### src/rtl/mem_lsu.sv
// Load/store unit between EX and MEM/WB. It issues one data-bus access per memory op,
// stalls the pipeline until bus_ack or timeout, and extracts big-endian load data.
module mem_lsu #(
  parameter int ACK_TIMEOUT = 255
) (
  input  logic        clk,
  input  logic        rst,
  input  logic [31:0] i_wdata,
  input  logic [4:0]  i_addr,
  input  logic        i_we,
  input  logic [3:0]  i_memop,
  input  logic [31:0] i_maddr,
  output logic [31:0] o_wdata,
  output logic [4:0]  o_addr,
  output logic        o_we,
  output logic        stall_req,
  output logic        bus_req,
  output logic        bus_we,
  output logic [3:0]  bus_sel,
  output logic [31:0] bus_addr,
  output logic [31:0] bus_wdata,
  input  logic [31:0] bus_rdata,
  input  logic        bus_ack,
  output logic        excp_adel,
  output logic        excp_ades,
  output logic        excp_buserr
);

  // state  | meaning
  // IDLE   | accept the EX op: pass through, flag misalignment, or issue a bus access
  // ACCESS | bus_req held, waiting for bus_ack or the ack timeout
  // DONE   | one cycle presenting load data / store completion / bus error

  localparam int CW = (ACK_TIMEOUT < 2) ? 1 : $clog2(ACK_TIMEOUT + 1);
  localparam logic [CW-1:0] CNT_LAST = CW'(ACK_TIMEOUT - 1);

  localparam logic [3:0] OP_LB  = 4'd1;
  localparam logic [3:0] OP_LBU = 4'd2;
  localparam logic [3:0] OP_LH  = 4'd3;
  localparam logic [3:0] OP_LHU = 4'd4;
  localparam logic [3:0] OP_LW  = 4'd5;
  localparam logic [3:0] OP_SB  = 4'd6;
  localparam logic [3:0] OP_SH  = 4'd7;
  localparam logic [3:0] OP_SW  = 4'd8;

  typedef enum logic [1:0] {IDLE, ACCESS, DONE} state_t;

  state_t state, state_nx;

  logic          is_load, is_store, is_half, is_word, misalign;
  logic [3:0]    sel_d;
  logic [31:0]   wdata_d;
  logic          issue, take, tmo;

  logic [CW-1:0] cnt;
  logic [31:0]   rdata_q;
  logic [3:0]    op_q;
  logic [1:0]    off_q;
  logic          err_q;
  logic          load_q;
  logic [7:0]    rd_byte;
  logic [15:0]   rd_half;
  logic [31:0]   rd_ext;

  // decode of the incoming op
  always_comb begin
    is_load  = (i_memop >= OP_LB) && (i_memop <= OP_LW);
    is_store = (i_memop >= OP_SB) && (i_memop <= OP_SW);
    is_half  = (i_memop == OP_LH) || (i_memop == OP_LHU) || (i_memop == OP_SH);
    is_word  = (i_memop == OP_LW) || (i_memop == OP_SW);
    misalign = (is_half && i_maddr[0]) || (is_word && (i_maddr[1:0] != 2'b00));
  end

  // byte lanes and replicated store data; lane 3 is byte address 0
  always_comb begin
    sel_d   = 4'b0000;
    wdata_d = i_wdata;
    case (i_memop)
      OP_LB, OP_LBU, OP_SB: begin
        sel_d   = 4'b1000 >> i_maddr[1:0];
        wdata_d = {4{i_wdata[7:0]}};
      end
      OP_LH, OP_LHU, OP_SH: begin
        sel_d   = i_maddr[1] ? 4'b0011 : 4'b1100;
        wdata_d = {2{i_wdata[15:0]}};
      end
      OP_LW, OP_SW: begin
        sel_d   = 4'b1111;
        wdata_d = i_wdata;
      end
      default: begin
        sel_d   = 4'b0000;
        wdata_d = i_wdata;
      end
    endcase
  end

  // lane extraction of returned data, using the op latched at issue
  always_comb begin
    case (off_q)
      2'd0:    rd_byte = bus_rdata[31:24];
      2'd1:    rd_byte = bus_rdata[23:16];
      2'd2:    rd_byte = bus_rdata[15:8];
      default: rd_byte = bus_rdata[7:0];
    endcase
    rd_half = off_q[1] ? bus_rdata[15:0] : bus_rdata[31:16];
    case (op_q)
      OP_LB:   rd_ext = {{24{rd_byte[7]}}, rd_byte};
      OP_LBU:  rd_ext = {24'd0, rd_byte};
      OP_LH:   rd_ext = {{16{rd_half[15]}}, rd_half};
      OP_LHU:  rd_ext = {16'd0, rd_half};
      OP_LW:   rd_ext = bus_rdata;
      default: rd_ext = 32'd0;
    endcase
  end

  assign load_q = (op_q >= OP_LB) && (op_q <= OP_LW);

  always_ff @(posedge clk) begin
    if (rst) state <= IDLE;
    else     state <= state_nx;
  end

  always_comb begin
    state_nx    = state;
    o_wdata     = i_wdata;
    o_addr      = i_addr;
    o_we        = 1'b0;
    stall_req   = 1'b0;
    excp_adel   = 1'b0;
    excp_ades   = 1'b0;
    excp_buserr = 1'b0;
    issue       = 1'b0;
    take        = 1'b0;
    tmo         = 1'b0;
    case (state)
      IDLE: begin
        if (!is_load && !is_store) begin
          o_we = i_we;
        end else if (misalign) begin
          excp_adel = is_load;
          excp_ades = is_store;
        end else begin
          stall_req = 1'b1;
          issue     = 1'b1;
          state_nx  = ACCESS;
        end
      end
      ACCESS: begin
        stall_req = 1'b1;
        // an ack arriving on the last allowed cycle still completes normally
        if (bus_ack) begin
          take     = 1'b1;
          state_nx = DONE;
        end else if (cnt == CNT_LAST) begin
          tmo      = 1'b1;
          state_nx = DONE;
        end
      end
      DONE: begin
        state_nx = IDLE;
        if (err_q) begin
          excp_buserr = 1'b1;
        end else if (load_q) begin
          o_we    = i_we;
          o_wdata = rdata_q;
        end
      end
      default: state_nx = IDLE;
    endcase
    if (rst) begin
      o_wdata     = 32'd0;
      o_addr      = 5'd0;
      o_we        = 1'b0;
      stall_req   = 1'b0;
      excp_adel   = 1'b0;
      excp_ades   = 1'b0;
      excp_buserr = 1'b0;
    end
  end

  always_ff @(posedge clk) begin
    if (rst) begin
      bus_req   <= 1'b0;
      bus_we    <= 1'b0;
      bus_sel   <= 4'd0;
      bus_addr  <= 32'd0;
      bus_wdata <= 32'd0;
      cnt       <= '0;
      rdata_q   <= 32'd0;
      op_q      <= 4'd0;
      off_q     <= 2'd0;
      err_q     <= 1'b0;
    end else if (issue) begin
      bus_req   <= 1'b1;
      bus_we    <= is_store;
      bus_sel   <= sel_d;
      bus_addr  <= {i_maddr[31:2], 2'b00};
      bus_wdata <= wdata_d;
      cnt       <= '0;
      op_q      <= i_memop;
      off_q     <= i_maddr[1:0];
      err_q     <= 1'b0;
    end else if (take) begin
      bus_req <= 1'b0;
      bus_we  <= 1'b0;
      rdata_q <= rd_ext;
      cnt     <= cnt + 1'b1;
    end else if (tmo) begin
      bus_req <= 1'b0;
      bus_we  <= 1'b0;
      err_q   <= 1'b1;
      cnt     <= cnt + 1'b1;
    end else if (state == ACCESS) begin
      cnt <= cnt + 1'b1;
    end
  end

endmodule

### config.mk
export PLATFORM = sky130hd
export DESIGN_NAME = mem_lsu
export DESIGN_NICKNAME = d
export VERILOG_FILES = /design/src/rtl/mem_lsu.sv
export SDC_FILE = /design/constraint.sdc
export NUM_CORES = 1
export LEC_CHECK = 0
export ABC_AREA = 1
export CAP_MARGIN = 25
export CORE_ASPECT_RATIO = 0.75
export CORE_MARGIN = 3
export CORE_UTILIZATION = 50
export DETAILED_ROUTE_END_ITERATION = 16
export GPL_TIMING_DRIVEN = 0
export HOLD_SLACK_MARGIN = 0.15
export PLACE_DENSITY = 0.86
export SYNTH_ARGS = -nofsm -noshare
export SYNTH_HDL_FRONTEND = slang
export SYNTH_SLANG_ARGS = --single-unit
### constraint.sdc
create_clock -name clk -period 4.69 [get_ports clk]
set_clock_uncertainty 0.1 [all_clocks]
set_input_delay 0.469 -clock clk [delete_from_list [all_inputs] [get_ports clk]]
set_output_delay 0.469 -clock clk [all_outputs]
set_load 0.02 [all_outputs]
; After elaboration in Yosys (flattened, before gate mapping)
; Cells that the tools add are included.
[totals]
ff_bits = 117
latch_bits = 0
mem_bits_rw = 0
rom_bits = 0
input_bits = 109
output_inout_bits = 112
elab_cells = 115
memories = 0
[classes]
n_addsub = 1
n_mul = 0
div_mod_pow = 0
magnitude_cmp = 6
n_eq_ne = 21
shifts = 1
n_mux = 49
bitwise = 2
n_reduce_logical = 24
[op_table]
columns = cell, count
row1 = 32-bit one-hot mux with 5 select lines, 1
row2 = 32-bit two-way mux, 4
row3 = 32-bit one-hot mux with 2 select lines, 1
row4 = 1-bit two-way mux, 28
row5 = "4-bit by 3-bit equality test with 1-bit output, second input constant", 6
row6 = 8-bit two-way mux, 3
row7 = 8-bit one-hot mux with 3 select lines, 1
row8 = "4-bit by 2-bit equality test with 1-bit output, second input constant", 4
row9 = 16-bit two-way mux, 1
row10 = 4-bit one-hot mux with 3 select lines, 1
row11 = "8-bit by 1-bit adder with 8-bit output, second input constant", 1
row12 = "4-bit by 1-bit equality test with 1-bit output, second input constant", 2
row13 = "8-bit equality test, second input constant", 1
row14 = "4-bit by 1-bit greater-or-equal comparator with 1-bit output, second input constant", 2
row15 = "4-bit by 3-bit <= comparator with 1-bit output, second input constant", 2
row16 = 2-bit two-way mux, 4
row17 = 1-bit logical AND, 6
row18 = 3-bit nonzero test, 2
row19 = 3-bit OR reduction, 2
row20 = 5-bit two-way mux, 1
row21 = "2-bit by 1-bit equality test with 1-bit output, second input constant", 2
row22 = "2-bit equality test, second input constant", 2
row23 = "4-bit equality test, second input constant", 1
row24 = "4-bit by 3-bit greater-or-equal comparator with 1-bit output, second input constant", 1
row25 = other kinds (15), 25

; Depth between registers and ports, before layout
[depth]
ltp_word = 10
mapped_depth = 11
mapped_depth_nobuf = 10

; Least setup slack after synthesis
; No wires, ideal clock.
[synth_timing]
kind = input-to-output
startpoint = in i_memop[1]
endpoint = out stall_req
t_arrival_ns = 1.781
required_time_ns = 4.121
path_slack_ns = 2.340
stages = 8
n_path_buf = 3
cell_sequence = buf_2 > nor2_2 > nor2_1 > nand3_1 > nand4_1 > buf_4 > buf_4 > a21oi_1
[synth_via]
elab_chain_len = 9
word_cells_on_any_way = 24
cone_classes = 4 x order compare / 5 x eq/ne / 4 x mux / 11 x reduce/logical
[synth_lines]
columns = item, line
row1 = from (decl), 11  ; input logic [3:0] i_memop,
row2 = 4-bit by 2-bit equality test with 1-bit output or 4-bit by 3-bit equality test with 1-bit output (tied branches), 69  ; is_half = (i_memop == OP_LH) || (i_memop == OP_LHU) || (i_memop == OP_SH);
row3 = 1-bit logical OR (2 in a row), 69
row4 = 1-bit logical AND, 71  ; misalign = (is_half && i_maddr[0]) || (is_word && (i_maddr[1:0] != 2'b00));
row5 = 1-bit logical OR, 71
row6 = 1-bit two-way mux, 140  ; end else if (misalign) begin
row7 = 1-bit two-way mux *, 138  ; if (!is_load && !is_store) begin
row8 = 1-bit one-hot mux with 2 select lines *, 136  ; case (state)
row9 = 1-bit two-way mux *, 171  ; if (rst) begin
row10 = to (decl), 16  ; output logic stall_req,
; Every way passes the cells marked *; elsewhere a longest branch is shown, timed or not.

; Worst setup path after layout
[layout_timing]
startpoint = in i_memop[2]
endpoint = out stall_req
; Same word-level chain as after synthesis.

==> results.cfg <==
[status]
status = finished, final reports clean

[clock_network]
cts_resized = 0
clockRootBuffer = clkbuf_16
cts_tree = built
post_cts_buffers = 0
cts_max_path_buffers = 2
clk_latency_ns = 0.41
cts_hold_buf = 0
clk_pin_slew_ns = 0.05
h-tree-depth = 4
cts_made_buffers = 17
clock-sinks = 117

[pwr]
p_leak_nw = 4.43
power.density_nw_per_um2 = 360
seqPwrFrac = 0.329
combPwrFrac = 0.291
p_sw_mw = 1.11
pwr-share-clk = 0.381
p_sw_frac = 0.321
power.internal_mw = 2.34
irDropWorstVdd_mv = 0.311

[synthesis]
synth_edf_count = 0
ys.flop_type = dfxtp_1
synthCells = 1119
synth_compound_area_frac = 0.117
ys_top_cells_by_count = nand2_1, nor2_1, inv_1, dfxtp_1, nand3_1
yosysTopAreaCell = dfxtp_1
synth_seq_cells = 117
synth-simple-area-share = 0.401
synth-xor-area-share = 0.00793
synthMuxAreaShare = 0
synth.distinct_cells = 30
synthAdderAreaFrac = 0.00378
seq_area_frac_synth = 0.354
synth_most_common_cell = nand2_1
syn_area_per_cell_um2 = 5.92
yosysWarnings = 0
syn_area_um2 = 6630
synth-async-reset-ratio = 0
yosys-top-cells-area = dfxtp_1, nand2_1, nor2_1
synth_top_family_by_area = simple AND/OR/NAND/NOR gates
yosysTopAreaCellShare = 0.354

[timing]
tightest_slew_ns = 0.667
max_freq_ghz = 0.278
relSlewSlack = 0.555
fin_crit_sh = 0.768
rsz0062_at_grt = no
hold_viol_final = 0
period_needed_ns = 3.60
setup_violations = 0
slew_violations = 0
setup_tns_ns = 0
whs_ns = 0.325

[routing]
dr.pass1.iters = 6
vias_per_cell = 5.29
wl_met2_um = 11000
ant_nets = 0
highest_layer = met4
drt_iter0_drc = 957
m1WireLength_um = 10600
routed_wl_um = 24800
dr_total_vias = 8111
route.detailed.drc = 0
wl_met3_um = 2520
wire_per_inst_um = 16.2

[place]
gp_congestion = 1.02
io_buffers = 216
dpl.hpwl_um = 19000

[critical_path]
cp_max_fo = 10
arrival_ns = 3.03
endpoint_kind = primary output
crit_chain = clkdlybuf4s50_1 -> inv_1 -> nor2_1 -> nand2_1 -> nand3_1 -> nand4_1 -> buf_4 -> buf_4 -> a21oi_1 -> clkdlybuf4s50_1
cpLargestDelayFamily = buffers and inverters
critPathRequiredTime_ns = 4.12
cp_num_buf_inv = 5
max_stage_delay_ns = 0.62
critical-path-slowest-cell = clkdlybuf4s50_1
critical_path_class = in -> out
critPathLaunchType = primary input
reg2reg_slack_ns = 2.71

[floorplan]
fp.dieH_um = 106
die_x_um = 139
rows = 35
die-area_um2 = 14700
pin_count = 221
initial_core_util = 0.525
core-area_um2 = 12600

[final_layout]
areaGrowthSynthToFinish_pct = 44.7
drive_above_1_share = 0.0497
fin_nets = 1466
antenna_cells = 0

[grt]
antenna_found_initial = 0
track_usage = 0.329
grt_max_degree = 17
grt_pass1_vias = 7589
grt_overflow = 0
grt_pass1_wl_um = 39000

[hold_path]
hp-class = in -> reg

[flow_run]
max_cap_viol_count = 0
==> path summary, 6_finish.rpt <==
check | to | cells past startpoint | start
worst max-delay path | stall_req | 10 | i_memop[2]
worst min-delay path | rdata_q[13]$_SDFFE_PP0P_ | 2 | rst
worst max register to register | rdata_q[7]$_SDFFE_PP0P_ | 7 | state[0]$_SDFFE_PP0P_
worst min register to register | rdata_q[23]$_SDFFE_PP0P_ | 2 | rdata_q[23]$_SDFFE_PP0P_
==> cell type report <==
cell class	instances	area [um^2]
multi-input combinational	815	3520
fill	1031	3020
sequential	117	2340
timing repair buffer	216	2160
clock buffer	21	460
inverter	121	454
buffer	67	317
tap	166	208
clock inverter	10	130
==> cells in the final DEF (no fill, tap or decap) <==
master / count
o21ai_1: 2
o21bai_1: 1
clkbuf_1: 31
nor3_4: 1
nor2_2: 2
clkbuf_16: 17
nor4_1: 1
buf_2: 19
nand3_1: 108
ha_1: 2
buf_1: 11
nor2_1: 191
nand4_1: 8
inv_1: 121
xnor2_1: 1
clkdlybuf4s50_1: 216
bufinv_16: 3
nand2_2: 4
xor2_1: 5
o211ai_1: 1
o21ai_2: 1
dfxtp_1: 117
buf_4: 5
clkinv_2: 5
nand2_1: 332
clkbuf_8: 2
conb_1: 2
buf_6: 3
nor2_4: 1
o21ai_0: 65
nor3_2: 1
nor3_1: 1
nand3_2: 1
clkinvlp_4: 2
or2_2: 1
a21oi_1: 83
==> power by group through the flow <==
stage                     Sequential, mW  Combinational [mW]  Clock [mW]
final                               1.13                1.00        1.31
after floorplan                     1.23               0.466           0
after detailed placement            1.15               0.979           0
after global routing                1.14                1.09        1.36
after global placement              1.15               0.969           0
after CTS                           1.13               0.991        1.31
==> stage by stage <==
step	std cells	setup WS, ns	total power, mW	cell area (um^2)	util
floorplan	1120	2.34	1.70	6630	-
global placement	1502	1.17	2.12	9000	0.713
detailed placement	1502	1.18	2.13	9000	0.713
CTS	1533	1.16	3.43	9590	0.760
global route	1533	0.969	3.59	9590	0.760
finish	1533	1.09	3.45	9590	0.760
==> layer usage <==
layer  track usage  up-vias
met5             0        -
met4        0.0943        0
met3        0.0771       60
met2         0.529      471
met1         0.444     3612
li1              -     3968
==> sequential cells by signal, summed over array words and instances (netlist names) <==
register / cells
state: 2
err_q: 1
off_q: 2
op_q: 4
bus_wdata: 32
bus_sel: 4
rdata_q: 32
bus_req: 1
bus_we: 1
bus_addr: 30
cnt: 8
==> logic make-up after synthesis <==
kind of cell | after synthesis
adders and majority gates | 2
AOI/OAI and AO/OA | 153
DFF | 117
other | 1
buffers and inverters | 188
xor gates and xnor gates | 6
and+or+nand+nor | 652
Power figures use the tool's default switching activity.
